### config.mk
export PLATFORM = sky130hd
export DESIGN_NAME = seq_det_param
export DESIGN_NICKNAME = d
export VERILOG_FILES = /design/src/rtl/seq_det_param.sv
export SDC_FILE = /design/constraint.sdc
export NUM_CORES = 1
export LEC_CHECK = 0
export ABC_AREA = 1
export CAP_MARGIN = 10
export CORE_MARGIN = 1.5
export CORE_UTILIZATION = 50
export CTS_CLUSTER_SIZE = 20
export DETAILED_ROUTE_END_ITERATION = 8
export GPL_ROUTABILITY_DRIVEN = 0
export GPL_TIMING_DRIVEN = 0
export PLACE_DENSITY = 0.79
export SLEW_MARGIN = 5
export SYNTH_ARGS = -nofsm -noshare
export SYNTH_HDL_FRONTEND = slang
export SYNTH_SLANG_ARGS = --single-unit
### constraint.sdc
create_clock -name clk -period 3.8 [get_ports clk]
set_clock_uncertainty 0.15 [all_clocks]
set_input_delay 1.14 -clock clk [delete_from_list [all_inputs] [get_ports clk]]
set_output_delay 1.14 -clock clk [all_outputs]
set_load 0.1 [all_outputs]
### src/rtl/seq_det_param.sv
// ---------------------------------------------------------------------------
// seq_det_param
//
// Serial pattern detector. It watches a serial bit stream and flags every
// place where the most recent N accepted bits equal a runtime-programmable
// pattern. The pattern MSB is the oldest bit and the LSB is the newest.
//
// Ports
//   clk        rising-edge clock
//   reset_n    asynchronous, active-low reset
//   en         sample strobe; x is consumed only when en=1
//   x          serial data bit
//   overlap    1 = overlapping detection, 0 = non-overlapping
//   pat_load   load pat_in into the pattern register (wins over en)
//   pat_in     new N-bit pattern
//   cnt_clr    synchronous clear of match_cnt (wins over an increment)
//   y          combinational (Mealy) match pulse
//   y_q        y delayed by one clock
//   match_cnt  saturating count of matches
//   cnt_sat    high while match_cnt is all-ones
// ---------------------------------------------------------------------------
module seq_det_param #(
    parameter int             N           = 4,
    parameter logic [N-1:0]   DEF_PATTERN = N'(4'b1101),
    parameter int             CNT_W       = 8
) (
    input  logic             clk,
    input  logic             reset_n,
    input  logic             en,
    input  logic             x,
    input  logic             overlap,
    input  logic             pat_load,
    input  logic [N-1:0]     pat_in,
    input  logic             cnt_clr,
    output logic             y,
    output logic             y_q,
    output logic [CNT_W-1:0] match_cnt,
    output logic             cnt_sat
);

    // The fill counter only needs to reach N-1, so $clog2(N) bits suffice.
    localparam int             FW       = (N > 2) ? $clog2(N) : 1;
    localparam logic [FW-1:0]  FILL_MAX = FW'(N - 1);

    logic [N-1:0]     pattern_q, pattern_d;
    logic [N-2:0]     hist_q,    hist_d;
    logic [FW-1:0]    fill_q,    fill_d;
    logic [CNT_W-1:0] cnt_d;

    logic [N-1:0]     window;
    logic [N-2:0]     shiftIn;
    logic             accept;

    // History after shifting in x. With N=2 the history is a single bit, so
    // the shifted value is just x; the general slice would be empty there.
    if (N > 2) begin : gShiftWide
        assign shiftIn = {hist_q[N-3:0], x};
    end else begin : gShiftNarrow
        assign shiftIn = x;
    end

    // The candidate window is the N-1 remembered bits plus the bit arriving
    // now, which is what makes y a same-cycle (Mealy) response.
    assign window = {hist_q, x};
    assign accept = en & ~pat_load;

    // fill saturates at N-1, so "fill >= N-1" reduces to an equality test.
    // This guard is also what stops the all-zero reset history from matching
    // an all-zero pattern.
    assign y = accept & (fill_q == FILL_MAX) & (window == pattern_q);

    assign cnt_sat = &match_cnt;

    // Next-state for the pattern, history and fill. A pattern load discards
    // the coincident sample and restarts the fill. A non-overlapping match
    // also restarts the fill; the history keeps shifting regardless because
    // it is fully overwritten before fill reaches N-1 again.
    always_comb begin
        pattern_d = pattern_q;
        hist_d    = hist_q;
        fill_d    = fill_q;
        if (pat_load) begin
            pattern_d = pat_in;
            fill_d    = '0;
        end else if (en) begin
            hist_d = shiftIn;
            if (y && !overlap) begin
                fill_d = '0;
            end else if (fill_q != FILL_MAX) begin
                fill_d = fill_q + 1'b1;
            end
        end
    end

    // Match counter next-state: clear beats increment, and the count sticks
    // at all-ones rather than wrapping.
    always_comb begin
        cnt_d = match_cnt;
        if (cnt_clr) begin
            cnt_d = '0;
        end else if (y && !cnt_sat) begin
            cnt_d = match_cnt + 1'b1;
        end
    end

    // State registers, all cleared (pattern reloaded) by the async reset.
    always_ff @(posedge clk or negedge reset_n) begin
        if (!reset_n) begin
            pattern_q <= DEF_PATTERN;
            hist_q    <= '0;
            fill_q    <= '0;
            y_q       <= 1'b0;
            match_cnt <= '0;
        end else begin
            pattern_q <= pattern_d;
            hist_q    <= hist_d;
            fill_q    <= fill_d;
            y_q       <= y;
            match_cnt <= cnt_d;
        end
    end

endmodule

; ---- Yosys cells after proc, flatten, opt, wreduce, memory -nomap -nowiden
; Cells that the tools add are included.
[totals]
in_bits = 11
wordCells = 30
output_inout_bits = 11
regBits = 18
[op_classes]
add_sub_neg = 2
eq_ne = 3
muxes = 6
n_bitwise = 4
reduce_logical = 10
[op_table]
columns = op, n
row1 = $mux 8, 2
row2 = $add 8x1->8 const B, 1
row3 = $mux 2, 4
row4 = $reduce_and 8->1, 1
row5 = $eq 4x4->1, 1
row6 = $reduce_and 2->1, 2
row7 = $reduce_bool 2->1, 2
row8 = $and 1x1->1, 3
row9 = $reduce_bool 3->1, 1
row10 = $add 2x1->2 const B, 1
row11 = $eq 2x2->1 const B, 1
row12 = $logic_and 1x1->1, 2
row13 = $logic_not 1->1, 2
row14 = $ne 2x2->1 const B, 1
row15 = $not 1->1, 1

; ---- Depth between registers and ports, before layout
; Gate-level depths: netlist (run 1).
[depth]
word_depth = 8
mapped_depth = 9
depth_no_buf = 9

; ---- Least setup slack after synthesis (run 1)
; OpenSTA, ideal clock, no wires.
[synth_path]
path_kind = register to output
from = reg match_cnt[0]
to = out cnt_sat
slack_ns = 0.144
path_buffers = 0
required_ns = 2.510
stages_incl_launch_ff = 6
t_arrival_ns = 2.366
path_cell_list = dfrtp_1 > ha_1 > nand3_2 > nor3b_2 > nand2_2 > inv_1
[synth_between]
elab_chain_cells = 1
[synth_lines]
columns = element, line
row1 = start: declaration, 37  ; output logic [CNT_W-1:0] match_cnt,
row2 = start signal: assignment, 119  ; match_cnt <= cnt_d;
row3 = $reduce_and 8->1, 72  ; assign cnt_sat = &match_cnt;
row4 = end: declaration, 38  ; output logic cnt_sat
; No other way between the ends.

; ---- Worst setup path in the final report (run 1)
[layout_path]
from = in x
to = out y
[layout_between]
elab_chain_cells = 2
[layout_lines]
columns = element, line
row1 = start: declaration, 30  ; input logic x,
row2 = $eq 4x4->1, 70  ; assign y = accept & (fill_q == FILL_MAX) & (window == pattern_q);
row3 = $and 1x1->1, 70
row4 = end: declaration, 35  ; output logic y,
; No other way between the ends.

==> results of run 1 <==
## sequential cells by signal (all words and copies together) (netlist names)
| name | flops |
|---|---|
| match_cnt | 8 |
| pattern_q | 4 |
| hist_q | 3 |
| fill_q | 2 |
| y_q | 1 |
## power by group through the flow
stage | Clock [W] | Combinational (W) | Sequential [W]
finish | 0.000116 | 0.0000669 | 0.000215
global route | 0.000128 | 0.0000762 | 0.000218
CTS | 0.000121 | 0.0000677 | 0.000215
detailed placement | 0 | 0.0000674 | 0.000218
global placement | 0 | 0.0000651 | 0.000218
floorplan | 0 | 0.0000347 | 0.000226
## cells in the mapped netlist
cell type	instances	area, um^2
nand2_1	37	138.9
dfrtp_1	15	375.4
nand3_1	15	75.07
inv_1	10	37.54
nor2_1	10	37.54
o21ai_0	5	25.02
xor2_1	5	43.79
a21oi_1	4	20.02
dfstp_2	3	78.83
ha_1	2	25.02
nand2_4	2	22.52
nand3_2	2	20.02
and3_4	1	11.26
buf_6	1	11.26
clkinv_1	1	3.750
inv_6	1	8.760
nand2_2	1	6.260
nand4_1	1	6.260
nor2_2	1	6.260
nor3b_2	1	12.51
or2_2	1	6.260
xnor2_1	1	8.760
## worst paths after layout
check | endpoint | start | cells after the start | slack [ps]
worst max-delay path | y | x | 7 | 120
worst min-delay path | pattern_q[3] | pattern_q[3] | 2 | 320
worst max register to register | match_cnt[2] | match_cnt[0] | 8 | 2080
worst min register to register | pattern_q[3] | pattern_q[3] | 2 | 320
max in group asynchronous | pattern_q[1] | reset_n | 1 | 1850
min in group asynchronous | match_cnt[5] | reset_n | 1 | 1150
## final cells by class
type	instances	area [um^2]
Fill cell	146	534.3
Buffer	1	11.26
Timing Repair Buffer	20	200.2
Inverter	12	50.05
Sequential cell	18	454.2
Clock buffer	4	36.28
Multi-Input combinational cell	89	465.4
Tap cell	25	31.28
## repair_timing
item / 4_1_cts / 5_1_grt
endpoints found under the setup margin: 2 / 1
hold endpoints to repair: 0 / 0
resized for setup: 7 / 1
## cells by family (layout without fill, tap and decap cells)
| kind of cell | Yosys count | count (layout) | share of synthesized area (%) |
|---|---|---|---|
| buffers and inverters | 13 | 37 | 6.250 |
| adder cells (fa/ha/maj) | 2 | 2 | 2.551 |
| AND/OR/NAND/NOR | 72 | 72 | 34.95 |
| flip-flops | 18 | 18 | 46.30 |
| XOR/XNOR | 6 | 6 | 5.357 |
| AO/OA/AOI/OAI | 9 | 9 | 4.592 |
## placed cells by master, fill, tap and decap left out
master | Yosys | routed
clkbuf_8 | 0 | 1
inv_1 | 10 | 10
a21oi_1 | 4 | 4
nand2_2 | 1 | 1
inv_6 | 1 | 1
nor2_1 | 10 | 10
ha_1 | 2 | 2
buf_6 | 1 | 2
xor2_1 | 5 | 5
dfrtp_1 | 15 | 15
clkbuf_4 | 0 | 3
and3_4 | 1 | 1
dfstp_2 | 3 | 3
clkinv_1 | 1 | 1
nand2_1 | 37 | 37
xnor2_1 | 1 | 1
o21ai_0 | 5 | 5
nand3_2 | 2 | 2
nand4_1 | 1 | 1
nand3_1 | 15 | 15
clkdlybuf4s50_1 | 0 | 18
nor2_2 | 1 | 1
or2_2 | 1 | 1
nand2_4 | 2 | 2
nor3b_2 | 1 | 1
dlygate4sd2_1 | 0 | 1
## stage by stage
stage	utilization, %	power (W)	area (um^2)	hold slack [ps]
6_report	70.04	0.0003982	1249	323.3
2_1_floorplan	-	0.0002605	980.9	295.9
4_1_cts	69.82	0.0004039	1245	326.7
5_1_grt	70.04	0.0004213	1249	340.6
3_5_place_dp	68.00	0.0002857	1212	311.1
3_3_place_gp	68.00	0.0002832	1212	309.1
## worst max-delay path, delay by kind of cell
family        cells  cell delay [ps]
buf+inv           3              790
simple gates      4              460
## routing by layer
layer  vias up  GRT usage (%)  part of all wire, %
li1        430              -                    -
met1       378          26.21                   43
met2        25          34.32                   51
met3         5          2.308                  3.8
met4         0          10.00                  2.5
met5         -              0                    0
==> impl_metrics.xml, run 1 <==
<?xml version="1.0" encoding="UTF-8"?>
<metrics>
  <group name="synth">
    <metric name="avgSynthCellArea" unit="um^2">8.175</metric>
    <metric name="netlist_area" unit="um^2">980.9</metric>
    <metric name="yosysUniqueCellTypes" unit="">22</metric>
    <metric name="synthCells" unit="">120</metric>
    <metric name="synth_seq_cells" unit="">18</metric>
    <metric name="syn-num-nets" unit="">133</metric>
    <metric name="synthesis.yosys.warnings" unit="">0</metric>
    <metric name="seq_area_frac_synth" unit="%">46.30</metric>
  </group>
  <group name="sta">
    <metric name="grt_setup_unrepaired" unit="">false</metric>
    <metric name="min_period" unit="ps">3684</metric>
    <metric name="max_slew.worst_pin.slew" unit="ps">970.4</metric>
    <metric name="finalSetupTns" unit="ps">0</metric>
    <metric name="slew_headroom" unit="%">35.10</metric>
    <metric name="slew_violations" unit="">0</metric>
    <metric name="final-setup-viol-count" unit="">0</metric>
    <metric name="period_share" unit="%">96.95</metric>
    <metric name="layout_setup_ws" unit="ps">116.0</metric>
    <metric name="final_hold_vio_count" unit="">0</metric>
    <metric name="highest_clock_frequency_the_design_can_meet" unit="MHz">271.4</metric>
  </group>
  <group name="status">
    <metric name="status" unit="">completed</metric>
  </group>
  <group name="global_route">
    <metric name="grt_pass1_wl" unit="mm">3.229</metric>
    <metric name="grt_antenna_before_repair" unit="">0</metric>
    <metric name="first_global_vias" unit="">785</metric>
    <metric name="grt_util_all_layers" unit="%">20.52</metric>
    <metric name="grt_max_degree" unit="">19</metric>
    <metric name="overflow" unit="">0</metric>
  </group>
  <group name="drt">
    <metric name="via_count" unit="">838</metric>
    <metric name="routedWlPerCell" unit="um">10.86</metric>
    <metric name="antenna_violation_net_count_after_detailed_routing" unit="">0</metric>
    <metric name="drc" unit="">0</metric>
    <metric name="drt-pass1-iter-count" unit="">4</metric>
    <metric name="drtIter0Drc" unit="">15</metric>
    <metric name="post_detailed_routing_wire_length" unit="mm">1.836</metric>
    <metric name="detail_route.vias_per_cell" unit="">4.959</metric>
  </group>
  <group name="critical_path">
    <metric name="endpoint_kind" unit="">primary output</metric>
    <metric name="worstPathArrival" unit="ps">2390</metric>
    <metric name="cp_cell_sequence" unit="">clkdlybuf4s50_1 -&gt; inv_1 -&gt; nand2_1 -&gt; nand2_1 -&gt; nor2_1 -&gt; and3_4 -&gt; buf_6</metric>
    <metric name="worstSetupStartpointType" unit="">input pin</metric>
    <metric name="critPathSlowestCell" unit="">clkdlybuf4s50_1</metric>
    <metric name="worst_path_largest_cell_delay" unit="ps">510</metric>
    <metric name="data_required_time_at_the_worst_endpoint" unit="ps">2510</metric>
    <metric name="critical_path_class" unit="">in2out</metric>
    <metric name="crit_top_cell" unit="">nand2_1</metric>
    <metric name="worstPathMaxFanout" unit="">5</metric>
  </group>
  <group name="clock_network">
    <metric name="clock_tree.buffer_depth" unit="">2</metric>
    <metric name="clockRootBuffer" unit="">clkbuf_4</metric>
    <metric name="numCtsBuffers" unit="">3</metric>
    <metric name="clk_pin_slew_worst_paths" unit="ps">100</metric>
    <metric name="htree_levels" unit="">1</metric>
    <metric name="cts_hold_repair.buffers" unit="">0</metric>
    <metric name="insertion_delay" unit="ps">290</metric>
    <metric name="cts_post_setup_buffers_inserted" unit="">0</metric>
    <metric name="clock_sink_count" unit="">18</metric>
    <metric name="cts_tree" unit="">yes</metric>
  </group>
  <group name="cells_and_area">
    <metric name="antennaDiodeCount" unit="">0</metric>
    <metric name="syn2layout_area_growth" unit="%">27.30</metric>
    <metric name="final_nets" unit="">158</metric>
    <metric name="instances_no_fill" unit="">169</metric>
    <metric name="layout-drive-gt1-share" unit="%">13.19</metric>
  </group>
  <group name="floorplan">
    <metric name="die_w" unit="um">47.30</metric>
    <metric name="initial_utilization" unit="%">55.02</metric>
    <metric name="fp.dieArea" unit="um^2">2237</metric>
    <metric name="die-height" unit="um">47.30</metric>
    <metric name="ports" unit="">22</metric>
    <metric name="core_area" unit="um^2">1783</metric>
    <metric name="rows" unit="">15</metric>
  </group>
  <group name="power">
    <metric name="power.leakage" unit="nW">0.6169</metric>
    <metric name="switching_share_of_power" unit="%">26.95</metric>
    <metric name="p_seq_share" unit="%">54.0</metric>
    <metric name="power_switching" unit="W">0.0001073</metric>
    <metric name="power_density" unit="nW/um^2">318.9</metric>
    <metric name="power.share.clock" unit="%">29.2</metric>
    <metric name="pwr-share-comb" unit="%">16.8</metric>
    <metric name="cell_internal_power" unit="W">0.0002909</metric>
    <metric name="power.ir.vdd_worst" unit="mV">0.2621</metric>
  </group>
  <group name="job">
    <metric name="max_cap_violations" unit="">0</metric>
  </group>
  <group name="placement">
    <metric name="post-dp-hpwl" unit="mm">1.388</metric>
    <metric name="dpl_worst_slack" unit="ps">-789.6</metric>
    <metric name="io_buffer_count" unit="">20</metric>
    <metric name="place_inst" unit="">165</metric>
  </group>
  <group name="worst_hold_path">
    <metric name="hp-class" unit="">reg2reg</metric>
  </group>
</metrics>
Note: power is estimated with default switching activity, not from simulation.
==> run 2, diff against run 1 <==
DONT_BUFFER_PORTS = 1   (was not set)
GPL_TIMING_DRIVEN = not set   (was 0)
PLACE_DENSITY = not set   (was 0.79)
==> impl_metrics.xml, run 2 (synthesis results as in run 1) <==
<?xml version="1.0" encoding="UTF-8"?>
<metrics>
  <group name="clock_network">
    <metric name="clockRootBuffer" unit="">clkbuf_4</metric>
    <metric name="cts_post_setup_buffers_inserted" unit="">0</metric>
    <metric name="cts_hold_repair.buffers" unit="">0</metric>
    <metric name="post_cts_resize_count" unit="">0</metric>
    <metric name="insertion_delay" unit="ps">300</metric>
    <metric name="clock_tree.buffer_depth" unit="">2</metric>
    <metric name="htree_levels" unit="">1</metric>
    <metric name="clk_pin_slew_worst_paths" unit="ps">100</metric>
    <metric name="cts_tree" unit="">yes</metric>
    <metric name="clock_sink_count" unit="">18</metric>
    <metric name="numCtsBuffers" unit="">3</metric>
  </group>
  <group name="cells_and_area">
    <metric name="largestRegisters" unit="">match_cnt x8, pattern_q x4, hist_q x3</metric>
    <metric name="layout-drive-gt1-share" unit="%">19.70</metric>
    <metric name="antennaDiodeCount" unit="">0</metric>
    <metric name="syn2layout_area_growth" unit="%">13.90</metric>
    <metric name="post-route-cell-area" unit="um^2">1117</metric>
    <metric name="largest-register" unit="">match_cnt</metric>
    <metric name="most-common-layout-cells" unit="">37 x nand2_1, 15 x nand3_1, 15 x dfrtp_1</metric>
    <metric name="max_ffs_per_register" unit="">8</metric>
    <metric name="final_nets" unit="">146</metric>
    <metric name="commonest_non_fill_non_tap_cell_in_the_layout" unit="">nand2_1</metric>
  </group>
  <group name="global_route">
    <metric name="first_global_vias" unit="">725</metric>
    <metric name="grt_pass1_wl" unit="mm">3.222</metric>
    <metric name="overflow" unit="">0</metric>
    <metric name="grt_max_degree" unit="">19</metric>
    <metric name="grt_util_all_layers" unit="%">21.94</metric>
    <metric name="grt_antenna_before_repair" unit="">0</metric>
  </group>
  <group name="power">
    <metric name="power.share.clock" unit="%">31.4</metric>
    <metric name="cell_internal_power" unit="W">0.0002818</metric>
    <metric name="power.leakage" unit="nW">0.5818</metric>
    <metric name="power_switching" unit="W">0.0001065</metric>
    <metric name="report.power.total" unit="W">0.0003882</metric>
    <metric name="power.ir.vdd_worst" unit="mV">0.2234</metric>
    <metric name="power_density" unit="nW/um^2">347.5</metric>
    <metric name="switching_share_of_power" unit="%">27.42</metric>
    <metric name="pwr-share-comb" unit="%">13.3</metric>
    <metric name="p_seq_share" unit="%">55.3</metric>
  </group>
  <group name="drt">
    <metric name="highest_layer" unit="">met4</metric>
    <metric name="post_detailed_routing_wire_length" unit="mm">2.035</metric>
    <metric name="route.met3.wl" unit="um">157</metric>
    <metric name="drt-pass1-iter-count" unit="">5</metric>
    <metric name="drtIter0Drc" unit="">9</metric>
    <metric name="wl_met2" unit="um">911</metric>
    <metric name="via_count" unit="">804</metric>
    <metric name="routedWlPerCell" unit="um">12.96</metric>
    <metric name="detail_route.vias_per_cell" unit="">5.121</metric>
    <metric name="drc" unit="">0</metric>
    <metric name="wirelength_met1" unit="um">921</metric>
    <metric name="antenna_violation_net_count_after_detailed_routing" unit="">0</metric>
  </group>
  <group name="floorplan">
    <metric name="core_area" unit="um^2">1783</metric>
    <metric name="die_w" unit="um">47.30</metric>
    <metric name="fp.dieArea" unit="um^2">2237</metric>
    <metric name="initial_utilization" unit="%">55.02</metric>
    <metric name="rows" unit="">15</metric>
    <metric name="die-height" unit="um">47.30</metric>
    <metric name="ports" unit="">22</metric>
  </group>
  <group name="sta">
    <metric name="period_share" unit="%">83.93</metric>
    <metric name="final-setup-viol-count" unit="">0</metric>
    <metric name="min_period" unit="ps">3189</metric>
    <metric name="highest_clock_frequency_the_design_can_meet" unit="MHz">313.6</metric>
    <metric name="slew_violations" unit="">0</metric>
    <metric name="max_slew.worst_pin.slew" unit="ps">892.9</metric>
    <metric name="slew_headroom" unit="%">40.51</metric>
    <metric name="grt_setup_unrepaired" unit="">false</metric>
    <metric name="finalSetupTns" unit="ps">0</metric>
    <metric name="final_hold_vio_count" unit="">0</metric>
  </group>
  <group name="critical_path">
    <metric name="worst_path_largest_cell_delay" unit="ps">460</metric>
    <metric name="worst_path_dominant_cell_family" unit="">simple AND/OR/NAND/NOR gates</metric>
    <metric name="crit_top_cell" unit="">nand2_1</metric>
    <metric name="worstPathArrival" unit="ps">1900</metric>
    <metric name="critPathSlowestCell" unit="">and3_4</metric>
    <metric name="data_required_time_at_the_worst_endpoint" unit="ps">2510</metric>
    <metric name="endpoint_kind" unit="">primary output</metric>
    <metric name="worst-path-buf-inv" unit="">1</metric>
    <metric name="worstSetupStartpointType" unit="">input pin</metric>
    <metric name="cp_cell_sequence" unit="">inv_1 -&gt; nand2_1 -&gt; nand2_1 -&gt; nor2_1 -&gt; and3_4</metric>
    <metric name="worstPathMaxFanout" unit="">5</metric>
    <metric name="critical_path_class" unit="">in2out</metric>
  </group>
  <group name="placement">
    <metric name="area_after_dpl" unit="um^2">1081</metric>
    <metric name="post-dp-hpwl" unit="mm">1.550</metric>
    <metric name="io_buffer_count" unit="">0</metric>
  </group>
  <group name="worst_hold_path">
    <metric name="hp-class" unit="">reg2reg</metric>
  </group>
  <group name="job">
    <metric name="max_cap_violations" unit="">0</metric>
  </group>
  <group name="status">
    <metric name="status" unit="">completed</metric>
  </group>
</metrics>
[run 2: worst paths after layout]
path,startpoint,slack (ps),depth (start not counted),end
max,x,610,5,y
min,pattern_q[3],330,2,pattern_q[3]
max in group asynchronous,reset_n,2960,0,pattern_q[2]
min in group asynchronous,reset_n,370,0,match_cnt[1]
max reg2reg,pattern_q[0],1830,9,match_cnt[5]
min reg2reg,pattern_q[3],330,2,pattern_q[3]
[run 2: layout make-up]
type	count	area, um^2
Clock buffer	4	36.28
Fill cell	148	665.6
Inverter	12	50.05
Multi-Input combinational cell	89	465.4
Sequential cell	18	454.2
Tap cell	25	31.28
Timing Repair Buffer	9	80.08
[run 2: power by group through the flow]
stage / clock, W / sequential [W] / combinational (W)
detailed placement: 0 / 0.000218 / 0.0000515
global route: 0.000134 / 0.000217 / 0.0000587
global placement: 0 / 0.000218 / 0.0000492
floorplan: 0 / 0.000226 / 0.0000347
finish: 0.000122 / 0.000215 / 0.0000515
CTS: 0.000127 / 0.000215 / 0.0000518
[run 2: worst register-to-register path: stages, from the launching register on]
cell and delay [ps]:
dfstp_2 540, inv_1 50, nand2_1 50, nand2_1 50, nor2_1 190, and3_4 470, nand2_4 150, nand2_4 130
nand3_1 80, nand2_1 70
[run 2: stage by stage]
step                util [%]  hold WS (ps)  setup WS [ps]  std cells
floorplan                  -         295.9          144.3        120
global placement       60.63         317.8          683.3        153
detailed placement     60.63         316.9          647.8        153
CTS                    62.67         341.4          646.9        157
global route           62.67         341.0          599.4        157
finish                 62.67         333.7          610.8        157
[run 2: layer usage]
metal | up-vias | track usage (%)
met5 | - | 0
met4 | 0 | 15.00
li1 | 407 | -
met3 | 6 | 8.077
met1 | 361 | 27.34
met2 | 30 | 31.35
==> run 3, diff against run 2 <==
clock period = 3 ns   (was 3.8 ns; I/O delays follow)
==> impl_metrics.xml, run 3 (synthesis results as in run 1) <==
<?xml version="1.0" encoding="UTF-8"?>
<metrics>
  <group name="sta">
    <metric name="max_slew.worst_pin.slew" unit="ps">430.8</metric>
    <metric name="min_period" unit="ps">2720</metric>
    <metric name="whs" unit="ps">134.4</metric>
    <metric name="slew_headroom" unit="%">71.18</metric>
    <metric name="slew_violations" unit="">0</metric>
    <metric name="finalSetupTns" unit="ps">0</metric>
    <metric name="grt_setup_unrepaired" unit="">false</metric>
    <metric name="final-setup-viol-count" unit="">0</metric>
    <metric name="final_hold_vio_count" unit="">0</metric>
    <metric name="period_share" unit="%">90.68</metric>
    <metric name="highest_clock_frequency_the_design_can_meet" unit="MHz">367.6</metric>
  </group>
  <group name="critical_path">
    <metric name="endpoint_kind" unit="">primary output</metric>
    <metric name="worst_path_largest_cell_delay" unit="ps">380</metric>
    <metric name="cp_cell_sequence" unit="">ha_1 -&gt; nand3_2 -&gt; nor3b_2 -&gt; nand2_2 -&gt; clkinvlp_4 -&gt; buf_12</metric>
    <metric name="critPathSlowestCell" unit="">dfrtp_2</metric>
    <metric name="worstSetupStartpointType" unit="">register</metric>
    <metric name="data_required_time_at_the_worst_endpoint" unit="ps">1950</metric>
    <metric name="setup.reg_to_reg.worst_slack" unit="ps">1090</metric>
    <metric name="critical_path_class" unit="">reg2out</metric>
    <metric name="worstPathArrival" unit="ps">1670</metric>
    <metric name="worstPathMaxFanout" unit="">3</metric>
  </group>
  <group name="clock_network">
    <metric name="clock_sink_count" unit="">18</metric>
    <metric name="insertion_delay" unit="ps">290</metric>
    <metric name="clk_pin_slew_worst_paths" unit="ps">110</metric>
    <metric name="cts_tree" unit="">yes</metric>
    <metric name="cts_hold_repair.buffers" unit="">0</metric>
    <metric name="clock_tree.buffer_depth" unit="">2</metric>
    <metric name="numCtsBuffers" unit="">3</metric>
    <metric name="clockRootBuffer" unit="">clkbuf_4</metric>
    <metric name="post_cts_resize_count" unit="">0</metric>
    <metric name="cts_post_setup_buffers_inserted" unit="">0</metric>
    <metric name="htree_levels" unit="">1</metric>
  </group>
  <group name="drt">
    <metric name="via_count" unit="">801</metric>
    <metric name="drt-pass1-iter-count" unit="">4</metric>
    <metric name="post_detailed_routing_wire_length" unit="mm">1.892</metric>
    <metric name="antenna_violation_net_count_after_detailed_routing" unit="">0</metric>
    <metric name="drc" unit="">0</metric>
    <metric name="routedWlPerCell" unit="um">11.97</metric>
    <metric name="drtIter0Drc" unit="">5</metric>
    <metric name="detail_route.vias_per_cell" unit="">5.070</metric>
  </group>
  <group name="floorplan">
    <metric name="die_w" unit="um">47.30</metric>
    <metric name="ports" unit="">22</metric>
    <metric name="core_area" unit="um^2">1783</metric>
    <metric name="fp.dieArea" unit="um^2">2237</metric>
    <metric name="initial_utilization" unit="%">55.02</metric>
    <metric name="rows" unit="">15</metric>
    <metric name="die-height" unit="um">47.30</metric>
  </group>
  <group name="global_route">
    <metric name="grt_max_degree" unit="">19</metric>
    <metric name="grt_pass1_wl" unit="mm">2.884</metric>
    <metric name="overflow" unit="">0</metric>
    <metric name="grt_antenna_before_repair" unit="">0</metric>
    <metric name="first_global_vias" unit="">710</metric>
    <metric name="grt_util_all_layers" unit="%">19.29</metric>
  </group>
  <group name="power">
    <metric name="power_density" unit="nW/um^2">424.5</metric>
    <metric name="power.ir.vdd_worst" unit="mV">0.2857</metric>
    <metric name="report.power.total" unit="W">0.0004823</metric>
    <metric name="power.leakage" unit="nW">0.5674</metric>
  </group>
  <group name="cells_and_area">
    <metric name="multi_input_area" unit="um^2">465.4</metric>
    <metric name="register_area" unit="um^2">461.7</metric>
    <metric name="most-common-layout-cells" unit="">37 x nand2_1, 15 x nand3_1, 10 x nor2_1</metric>
    <metric name="max_ffs_per_register" unit="">8</metric>
    <metric name="largestRegisters" unit="">match_cnt x8, pattern_q x4, hist_q x3</metric>
    <metric name="largest-register" unit="">match_cnt</metric>
    <metric name="post-route-cell-area" unit="um^2">1136</metric>
    <metric name="layout-drive-gt1-share" unit="%">25.56</metric>
    <metric name="syn2layout_area_growth" unit="%">15.82</metric>
    <metric name="utilization" unit="%">63.72</metric>
    <metric name="antennaDiodeCount" unit="">0</metric>
    <metric name="commonest_non_fill_non_tap_cell_in_the_layout" unit="">nand2_1</metric>
    <metric name="final_nets" unit="">147</metric>
    <metric name="final.fill_count" unit="">165</metric>
  </group>
  <group name="job">
    <metric name="max_cap_violations" unit="">0</metric>
  </group>
  <group name="placement">
    <metric name="area_after_dpl" unit="um^2">1100</metric>
    <metric name="post-dp-hpwl" unit="mm">1.469</metric>
    <metric name="io_buffer_count" unit="">0</metric>
  </group>
  <group name="status">
    <metric name="status" unit="">completed</metric>
  </group>
  <group name="worst_hold_path">
    <metric name="hp-class" unit="">in2async</metric>
  </group>
</metrics>
[run 3: cell count changes in the layout (fill, tap and decap cells not counted)]
cell	delta
buf_4	+1
dfrtp_1	-6
clkinvlp_4	+1
inv_1	-1
dfrtp_2	+6
[run 3: path summary, 6_finish.rpt]
check                             start  cells after the start      endpoint
max                        match_cnt[0]                      6       cnt_sat
min                             reset_n                      0  match_cnt[5]
min reg2reg                pattern_q[3]                      2  pattern_q[3]
max reg2reg                pattern_q[0]                      9  match_cnt[2]
max in group asynchronous       reset_n                      0  pattern_q[3]
min in group clk           pattern_q[3]                      2  pattern_q[3]
[run 3: critical path, delay by kind of cell, from the launching register on]
kind,cells,cell delay (ps)
DFF,1,380
and+or+nand+nor,3,490
adders and majority gates,1,250
buffers and inverters,2,270
[run 3: metal layers]
| metal | vias to the layer above | global-route usage, % | part of all wire, % |
|---|---|---|---|
| li1 | 408 | - | - |
| met1 | 370 | 23.37 | 42 |
| met2 | 21 | 31.62 | 51 |
| met3 | 2 | 3.462 | 5.0 |
| met4 | 0 | 11.67 | 1.2 |
| met5 | - | 0 | 0 |
[run 3: final cells by class]
class	count	share of cell area, %
inverters	12	4.736
multi-input cells	89	40.97
flip-flops and latches	18	40.64
repair buffers	10	7.709
clock buffers	4	3.194
well taps	25	2.753
[run 3: power breakdown]
group,switching [W],internal (W)
logic,0.0000419,0.0000214
clock network,0.0000727,0.0000739
registers,0.0000109,0.000262
[run 3: metrics by stage]
stage,worst slack (ps),std cells
2_1_floorplan,142.5,120
3_3_place_gp,348.8,154
3_5_place_dp,339.6,154
4_1_cts,258.0,158
5_1_grt,198.6,158
6_report,279.6,158
